===== config.mk =====
export PLATFORM = sky130hd
export DESIGN_NAME = ps2_key_decoder
export DESIGN_NICKNAME = d
export VERILOG_FILES = /design/src/rtl/keyboard_pkg.sv /design/src/rtl/key_fifo.sv /design/src/rtl/ps2_key_decoder.sv
export SDC_FILE = /design/constraint.sdc
export NUM_CORES = 1
export LEC_CHECK = 0
export CORE_MARGIN = 3
export CORE_UTILIZATION = 60
export CTS_CLUSTER_SIZE = 8
export DETAILED_ROUTE_END_ITERATION = 8
export PLACE_DENSITY = 0.94
export SYNTH_ARGS = -nofsm -noshare
export SYNTH_HDL_FRONTEND = slang
export SYNTH_SLANG_ARGS = --single-unit
export TNS_END_PERCENT = 20

===== constraint.sdc =====
create_clock -name CLK_CPU -period 12.7 [get_ports CLK_CPU]
set_clock_uncertainty 0.1 [all_clocks]
set_input_delay 1.905 -clock CLK_CPU [delete_from_list [all_inputs] [get_ports CLK_CPU]]
set_output_delay 1.905 -clock CLK_CPU [all_outputs]
set_load 0.01 [all_outputs]

===== src/rtl/keyboard_pkg.sv =====
// Shared scancode constants, decode FSM states and the set-2 to ASCII lookup
// for the PS/2 keyboard front end.
package keyboard_pkg;

  localparam logic [7:0] SC_EXT    = 8'hE0;
  localparam logic [7:0] SC_BREAK  = 8'hF0;
  localparam logic [7:0] SC_LSHIFT = 8'h12;
  localparam logic [7:0] SC_RSHIFT = 8'h59;
  localparam logic [7:0] SC_CAPS   = 8'h58;

  localparam logic [7:0] KEY_UP    = 8'h80;
  localparam logic [7:0] KEY_DOWN  = 8'h81;
  localparam logic [7:0] KEY_LEFT  = 8'h82;
  localparam logic [7:0] KEY_RIGHT = 8'h83;

  typedef enum logic [1:0] {
    StIdle     = 2'd0,
    StBreak    = 2'd1,
    StExt      = 2'd2,
    StExtBreak = 2'd3
  } kbd_state_e;

  // Letters follow shift XOR caps; digits/symbols follow shift alone (US layout).
  function automatic logic [7:0] sc_to_ascii(input logic [7:0] sc, input logic shift,
                                             input logic caps);
    logic [7:0] lower;
    logic [7:0] upper;
    logic       is_letter;
    lower     = 8'h00;
    upper     = 8'h00;
    is_letter = 1'b0;
    case (sc)
      8'h1C: begin lower = "a"; is_letter = 1'b1; end
      8'h32: begin lower = "b"; is_letter = 1'b1; end
      8'h21: begin lower = "c"; is_letter = 1'b1; end
      8'h23: begin lower = "d"; is_letter = 1'b1; end
      8'h24: begin lower = "e"; is_letter = 1'b1; end
      8'h2B: begin lower = "f"; is_letter = 1'b1; end
      8'h34: begin lower = "g"; is_letter = 1'b1; end
      8'h33: begin lower = "h"; is_letter = 1'b1; end
      8'h43: begin lower = "i"; is_letter = 1'b1; end
      8'h3B: begin lower = "j"; is_letter = 1'b1; end
      8'h42: begin lower = "k"; is_letter = 1'b1; end
      8'h4B: begin lower = "l"; is_letter = 1'b1; end
      8'h3A: begin lower = "m"; is_letter = 1'b1; end
      8'h31: begin lower = "n"; is_letter = 1'b1; end
      8'h44: begin lower = "o"; is_letter = 1'b1; end
      8'h4D: begin lower = "p"; is_letter = 1'b1; end
      8'h15: begin lower = "q"; is_letter = 1'b1; end
      8'h2D: begin lower = "r"; is_letter = 1'b1; end
      8'h1B: begin lower = "s"; is_letter = 1'b1; end
      8'h2C: begin lower = "t"; is_letter = 1'b1; end
      8'h3C: begin lower = "u"; is_letter = 1'b1; end
      8'h2A: begin lower = "v"; is_letter = 1'b1; end
      8'h1D: begin lower = "w"; is_letter = 1'b1; end
      8'h22: begin lower = "x"; is_letter = 1'b1; end
      8'h35: begin lower = "y"; is_letter = 1'b1; end
      8'h1A: begin lower = "z"; is_letter = 1'b1; end
      8'h45: {lower, upper} = "0)";
      8'h16: {lower, upper} = "1!";
      8'h1E: {lower, upper} = "2@";
      8'h26: {lower, upper} = "3#";
      8'h25: {lower, upper} = "4$";
      8'h2E: {lower, upper} = "5%";
      8'h36: {lower, upper} = "6^";
      8'h3D: {lower, upper} = "7&";
      8'h3E: {lower, upper} = "8*";
      8'h46: {lower, upper} = "9(";
      8'h0E: {lower, upper} = "`~";
      8'h4E: {lower, upper} = "-_";
      8'h55: {lower, upper} = "=+";
      8'h54: {lower, upper} = "[{";
      8'h5B: {lower, upper} = "]}";
      8'h5D: {lower, upper} = "\\|";
      8'h4C: {lower, upper} = ";:";
      8'h52: {lower, upper} = "'\"";
      8'h41: {lower, upper} = ",<";
      8'h49: {lower, upper} = ".>";
      8'h4A: {lower, upper} = "/?";
      8'h5A: {lower, upper} = {8'h0D, 8'h0D};
      8'h66: {lower, upper} = {8'h08, 8'h08};
      8'h29: {lower, upper} = {8'h20, 8'h20};
      8'h76: {lower, upper} = {8'h1B, 8'h1B};
      8'h0D: {lower, upper} = {8'h09, 8'h09};
      default: ;
    endcase
    if (is_letter) begin
      return (shift ^ caps) ? (lower - 8'd32) : lower;
    end
    return shift ? upper : lower;
  endfunction

endpackage


===== src/rtl/key_fifo.sv =====
// Synchronous first-word fall-through FIFO; a pop on a full FIFO frees the
// slot that a same-cycle push then uses.
module key_fifo #(
  parameter int unsigned Depth = 8,
  parameter int unsigned Width = 8,
  localparam int unsigned PtrW = $clog2(Depth),
  localparam int unsigned CntW = PtrW + 1
) (
  input  logic             clk_i,
  input  logic             rst_i,
  input  logic             push_i,
  input  logic [Width-1:0] data_i,
  input  logic             pop_i,
  output logic [Width-1:0] data_o,
  output logic             full_o,
  output logic             empty_o,
  output logic [CntW-1:0]  count_o
);

  logic [Width-1:0] mem_q [Depth];
  logic [PtrW-1:0]  wr_ptr_q, wr_ptr_d;
  logic [PtrW-1:0]  rd_ptr_q, rd_ptr_d;
  logic [CntW-1:0]  count_q, count_d;
  logic             do_push, do_pop;

  assign empty_o = (count_q == '0);
  assign full_o  = (count_q == CntW'(Depth));
  assign count_o = count_q;
  assign data_o  = mem_q[rd_ptr_q];

  assign do_pop  = pop_i & ~empty_o;
  assign do_push = push_i & (~full_o | do_pop);

  always_comb begin
    wr_ptr_d = do_push ? wr_ptr_q + 1'b1 : wr_ptr_q;
    rd_ptr_d = do_pop ? rd_ptr_q + 1'b1 : rd_ptr_q;
    count_d  = count_q;
    unique case ({do_push, do_pop})
      2'b10:   count_d = count_q + 1'b1;
      2'b01:   count_d = count_q - 1'b1;
      default: ;
    endcase
  end

  always_ff @(posedge clk_i) begin
    if (rst_i) begin
      wr_ptr_q <= '0;
      rd_ptr_q <= '0;
      count_q  <= '0;
    end else begin
      wr_ptr_q <= wr_ptr_d;
      rd_ptr_q <= rd_ptr_d;
      count_q  <= count_d;
    end
  end

  always_ff @(posedge clk_i) begin
    if (do_push) begin
      mem_q[wr_ptr_q] <= data_i;
    end
  end

endmodule


===== src/rtl/ps2_key_decoder.sv =====
// PS/2 set-2 scancode parser: tracks Shift/Caps Lock, translates key presses
// to ASCII or nav codes and queues them for the keyboard MMIO port.
module ps2_key_decoder
  import keyboard_pkg::*;
#(
  parameter int unsigned FIFO_DEPTH = 8
) (
  input  logic        CLK_CPU,
  input  logic        resetp,
  input  logic [7:0]  scancode_byte,
  input  logic        scancode_valid,
  input  logic        clean_key_buffer,
  output logic [7:0]  pressed_key,
  output logic        keyboard_valid,
  output logic        key_overflow,
  output logic [31:0] debug
);

  localparam int unsigned CntW = $clog2(FIFO_DEPTH) + 1;

  kbd_state_e      state_q, state_d;
  logic            shift_q, shift_d;
  logic            caps_q, caps_d;
  logic            overflow_q, overflow_d;
  logic [7:0]      last_byte_q, last_byte_d;
  logic            push_req;
  logic [7:0]      push_data;
  logic [7:0]      ascii;
  logic [7:0]      fifo_head;
  logic            fifo_full, fifo_empty;
  logic [CntW-1:0] fifo_count;

  assign ascii = sc_to_ascii(scancode_byte, shift_q, caps_q);

  always_comb begin
    state_d     = state_q;
    shift_d     = shift_q;
    caps_d      = caps_q;
    last_byte_d = last_byte_q;
    push_req    = 1'b0;
    push_data   = 8'h00;
    if (scancode_valid) begin
      last_byte_d = scancode_byte;
      unique case (state_q)
        StIdle: begin
          if (scancode_byte == SC_EXT) begin
            state_d = StExt;
          end else if (scancode_byte == SC_BREAK) begin
            state_d = StBreak;
          end else if (scancode_byte == SC_LSHIFT || scancode_byte == SC_RSHIFT) begin
            shift_d = 1'b1;
          end else if (scancode_byte == SC_CAPS) begin
            caps_d = ~caps_q;
          end else begin
            push_req  = (ascii != 8'h00);
            push_data = ascii;
          end
        end
        StBreak: begin
          state_d = StIdle;
          if (scancode_byte == SC_LSHIFT || scancode_byte == SC_RSHIFT) begin
            shift_d = 1'b0;
          end
        end
        StExt: begin
          state_d = (scancode_byte == SC_BREAK) ? StExtBreak : StIdle;
          case (scancode_byte)
            8'h75:   begin push_req = 1'b1; push_data = KEY_UP;    end
            8'h72:   begin push_req = 1'b1; push_data = KEY_DOWN;  end
            8'h6B:   begin push_req = 1'b1; push_data = KEY_LEFT;  end
            8'h74:   begin push_req = 1'b1; push_data = KEY_RIGHT; end
            default: ;
          endcase
        end
        StExtBreak: state_d = StIdle;
        default:    state_d = StIdle;
      endcase
    end
  end

  // A full FIFO only drops the key when no pop is freeing a slot this cycle.
  assign overflow_d = overflow_q | (push_req & fifo_full & ~clean_key_buffer);

  always_ff @(posedge CLK_CPU) begin
    if (resetp) begin
      state_q     <= StIdle;
      shift_q     <= 1'b0;
      caps_q      <= 1'b0;
      overflow_q  <= 1'b0;
      last_byte_q <= 8'h00;
    end else begin
      state_q     <= state_d;
      shift_q     <= shift_d;
      caps_q      <= caps_d;
      overflow_q  <= overflow_d;
      last_byte_q <= last_byte_d;
    end
  end

  key_fifo #(
    .Depth (FIFO_DEPTH),
    .Width (8)
  ) u_key_fifo (
    .clk_i   (CLK_CPU),
    .rst_i   (resetp),
    .push_i  (push_req),
    .data_i  (push_data),
    .pop_i   (clean_key_buffer),
    .data_o  (fifo_head),
    .full_o  (fifo_full),
    .empty_o (fifo_empty),
    .count_o (fifo_count)
  );

  assign pressed_key    = fifo_empty ? 8'h00 : fifo_head;
  assign keyboard_valid = ~fifo_empty;
  assign key_overflow   = overflow_q;
  assign debug          = {state_q, shift_q, caps_q, 4'(fifo_count), 16'h0000, last_byte_q};

endmodule


==> flow_metrics.py <==
metrics = {
    "clock_network": {
        "h-tree-depth": 3,
        "cts_setup_buffers": 0,
        "insertion_delay_ns": 0.36,
        "cts.sinks": 90,
        "clock_path_buffers": 2,
        "cts_root_buf": "clkbuf_8",
        "cts_buffers": 9,
        "path_clk_slew_ns": 0.11,
        "cts_tree": "done",
        "cts_resized": 0,
        "hold_buffers": 0,
    },
    "final_layout": {
        "drive_above_1_share_pct": 10.2,
        "instances_no_fill": 633,
        "postLayoutCoreUtil_pct": 69.0,
        "seq_area_um2": 2440,
        "multi_input_area_um2": 2550,
        "diodes": 0,
        "area_growth_pct": 9.50,
        "fin_nets": 541,
        "fillers": 618,
    },
    "pwr": {
        "power_leakage_nw": 1.93,
        "p_int_mw": 0.522,
        "p_comb_share_pct": 30.5,
        "p_sw_mw": 0.253,
        "p_sw_share_pct": 32.7,
        "p_clk_share_pct": 24.2,
        "p_seq_share_pct": 45.3,
        "peakVddDrop_mv": 0.0753,
        "powerDensity_nw_per_um2": 133,
    },
    "routing": {
        "drt_iter0_markers": 446,
        "drt_wl_total_um": 13200,
        "drc": 0,
        "firstDrtPassIters": 5,
        "wire_per_inst_um": 20.8,
        "viasPerCell": 6.83,
        "ant_nets": 0,
        "num_vias": 4321,
    },
    "floorplanning": {
        "core_area_um2": 8420,
        "rows": 33,
        "ios": 54,
        "initial_core_util_pct": 63.0,
        "dieArea_um2": 10000,
        "die_w_um": 100,
        "fp.dieH_um": 100,
    },
    "worst_setup_path": {
        "start_kind": "input port",
        "timing.critical_path.slowest_cell_delay_ns": 0.96,
        "path_class": "input port to flop",
        "crit_fanout": 33,
        "critical_path.cell_chain": "clkdlybuf4s50_1, nand4bb_1, o22ai_1, nor4_2, or4b_1, o31a_1, nor2_2, nand2_1, inv_1, ha_1, a21o_1, a21o_1, nand2_1, a2bb2oi_2, mux2_4",
        "worstPathRequired_ns": 12.86,
        "cp_num_buf_inv": 2,
        "path_delay_family": "simple AND/OR/NAND/NOR gates",
        "cp_slowest_cell": "clkdlybuf4s50_1",
        "arrival_ns": 6.74,
        "cp-end-kind": "flop",
    },
    "logic_synthesis": {
        "synth_fa_ha_area_share_pct": 1.56,
        "ys_ff_latch": 90,
        "synth-simple-area-share_pct": 20.8,
        "ys.flop_type": "edfxtp_1",
        "synth_compound_area_share_pct": 12.5,
        "synth_cells": 509,
        "synth_top_family_by_area": "simple AND/OR/NAND/NOR gates",
        "yosysUniqueCellTypes": 65,
        "synth_seq_area_share_pct": 46.0,
        "synth.area.top_cells": "edfxtp_1 (36%), dfxtp_1 (9.8%), mux4_2 (6.8%)",
        "synth_xor_area_share_pct": 0.990,
        "synth_mux_area_share_pct": 11.0,
        "synth_warnings": 0,
        "synth_edf_count": 64,
        "yosys.area.top_type": "edfxtp_1",
        "synth_top_cell_area_share_pct": 36.2,
        "synth_area_per_cell_um2": 10.4,
        "synth.cell_area_um2": 5310,
        "async_flop_share_pct": 0,
    },
    "place": {
        "dp_cells": 617,
        "dp_hpwl_um": 9250,
        "portBuffers": 37,
        "place_congestion": 1.04,
        "place_ws_ns": 5.86,
    },
    "sta": {
        "worstMarginPinSlew_ns": 1.12,
        "maxSlewViolCount": 0,
        "setup-violations-final": 0,
        "slew_headroom_pct": 25.4,
        "fin_ws_ns": 6.13,
        "hold_viol_final": 0,
        "rsz0062_at_grt": "no",
        "setup_tns_ns": 0,
        "min_period_over_period_pct": 51.8,
        "fin_crit_ns": 6.57,
        "fmax_mhz": 152,
    },
    "grt": {
        "grt_pass1_wl_um": 20700,
        "track_usage_pct": 26.5,
        "grt_pass1_vias": 3917,
        "overflow": 0,
        "antenna_found_initial": 0,
        "grt_max_degree": 34,
    },
    "job": {
        "cap_violations": 0,
    },
    "min_path": {
        "hp-class": "flop to flop",
    },
    "status": {
        "status": "finished, final reports clean",
    },
}
==> cell usage in the layout, fill, tap and decap left out, types with 10 or more instances in the layout <==
master,Yosys,layout
o21ai_0,16,16
mux2i_1,21,21
nor3_1,22,22
buf_4,20,11
mux4_2,16,16
nor2_1,62,62
nand3_1,11,11
a21oi_1,29,29
nand2_1,25,25
inv_1,10,10
edfxtp_1,64,64
dfxtp_1,26,26
clkdlybuf4s50_1,0,37
nand2b_1,14,14
conb_1,1,16
==> per-stage QoR <==
step                      hold slack [ns]  area (um2)  total power, mW
after floorplan                     0.354        5370            0.503
after global placement              0.334        5620            0.578
after global routing                0.398        5810            0.812
after detailed placement            0.363        5620            0.592
final                               0.366        5810            0.776
after CTS                           0.376        5810            0.776
==> sequential cells by signal, indices dropped and copies added (netlist names), named ones only <==
register             cells
u_key_fifo.wr_ptr_q      3
u_key_fifo.mem_q        64
u_key_fifo.count_o       4
shift_q                  1
caps_q                   1
key_overflow             1
state_q                  2
u_key_fifo.rd_ptr_q      3
last_byte_q              8
==> power by group through the flow <==
| stage | clock network (mW) | registers [mW] | logic [mW] |
|---|---|---|---|
| 6_report | 0.188 | 0.351 | 0.237 |
| 5_1_grt | 0.204 | 0.356 | 0.253 |
| 4_1_cts | 0.189 | 0.351 | 0.236 |
| 3_5_place_dp | 0 | 0.358 | 0.234 |
| 3_3_place_gp | 0 | 0.356 | 0.222 |
| 2_1_floorplan | 0 | 0.343 | 0.160 |
==> cells in the mapped netlist (4+ instances only) <==
cell / instances
edfxtp_1: 64
o22ai_1: 9
a22oi_1: 5
nor4_1: 5
clkbuf_1: 23
buf_2: 9
nand2_1: 25
or4bb_1: 4
xor2_1: 4
nor2b_1: 5
a21oi_1: 29
inv_1: 10
mux4_2: 16
a2111oi_0: 4
buf_4: 20
nand2b_1: 14
mux2i_1: 21
nor2_1: 62
nor4b_1: 9
dfxtp_1: 26
or4b_1: 4
nand3b_1: 4
nor3_1: 22
buf_1: 5
ha_1: 5
o21ai_0: 16
a211oi_1: 4
nand3_1: 11
a31oi_1: 7
nand4b_1: 6
o32ai_1: 4
==> worst min-delay path, stage by stage (launching register included) <==
cell,delay (ns)
dfxtp_1,0.32
inv_1,0.05
a21oi_1,0.05
==> per-layer routing <==
metal  vias up  wire length, um  GRT usage [%]  share of wire (%)
met4         0              353           8.29                2.7
met2       276             6780           46.1                 51
met5         -                0              0                  0
met3        52             1030           4.24                7.8
li1       1922                -              -                  -
met1      2071             5000           34.1                 38
==> cell type report <==
type	count	share of cell area, %
multi-input cells	364	43.9
well taps	105	2.26
clock buffers	9	2.13
clock inverters	7	1.27
repair buffers	48	7.79
inverters	10	0.646
flip-flops and latches	90	42.0
==> cell families (layout without fill, tap and decap cells) <==
logic type / count (synthesis) / in the layout
other: 1 / 16
buffers and inverters: 70 / 74
adder cells (fa/ha/maj): 6 / 6
flip-flops: 90 / 90
AO/OA/AOI/OAI: 100 / 100
AND/OR/NAND/NOR: 198 / 198
multiplexers: 38 / 38
XOR/XNOR: 6 / 6
==> worst paths after layout <==
kind                     from               endpoint  slack [ns]  depth (start not counted)
min              key_overflow           key_overflow        0.37                          2
max reg2reg        state_q[0]  u_key_fifo.count_o[3]        9.74                         11
max          scancode_byte[2]  u_key_fifo.count_o[3]        6.13                         15
min reg2reg      key_overflow           key_overflow        0.37                          2
Note: power is estimated with default switching activity, not from simulation.
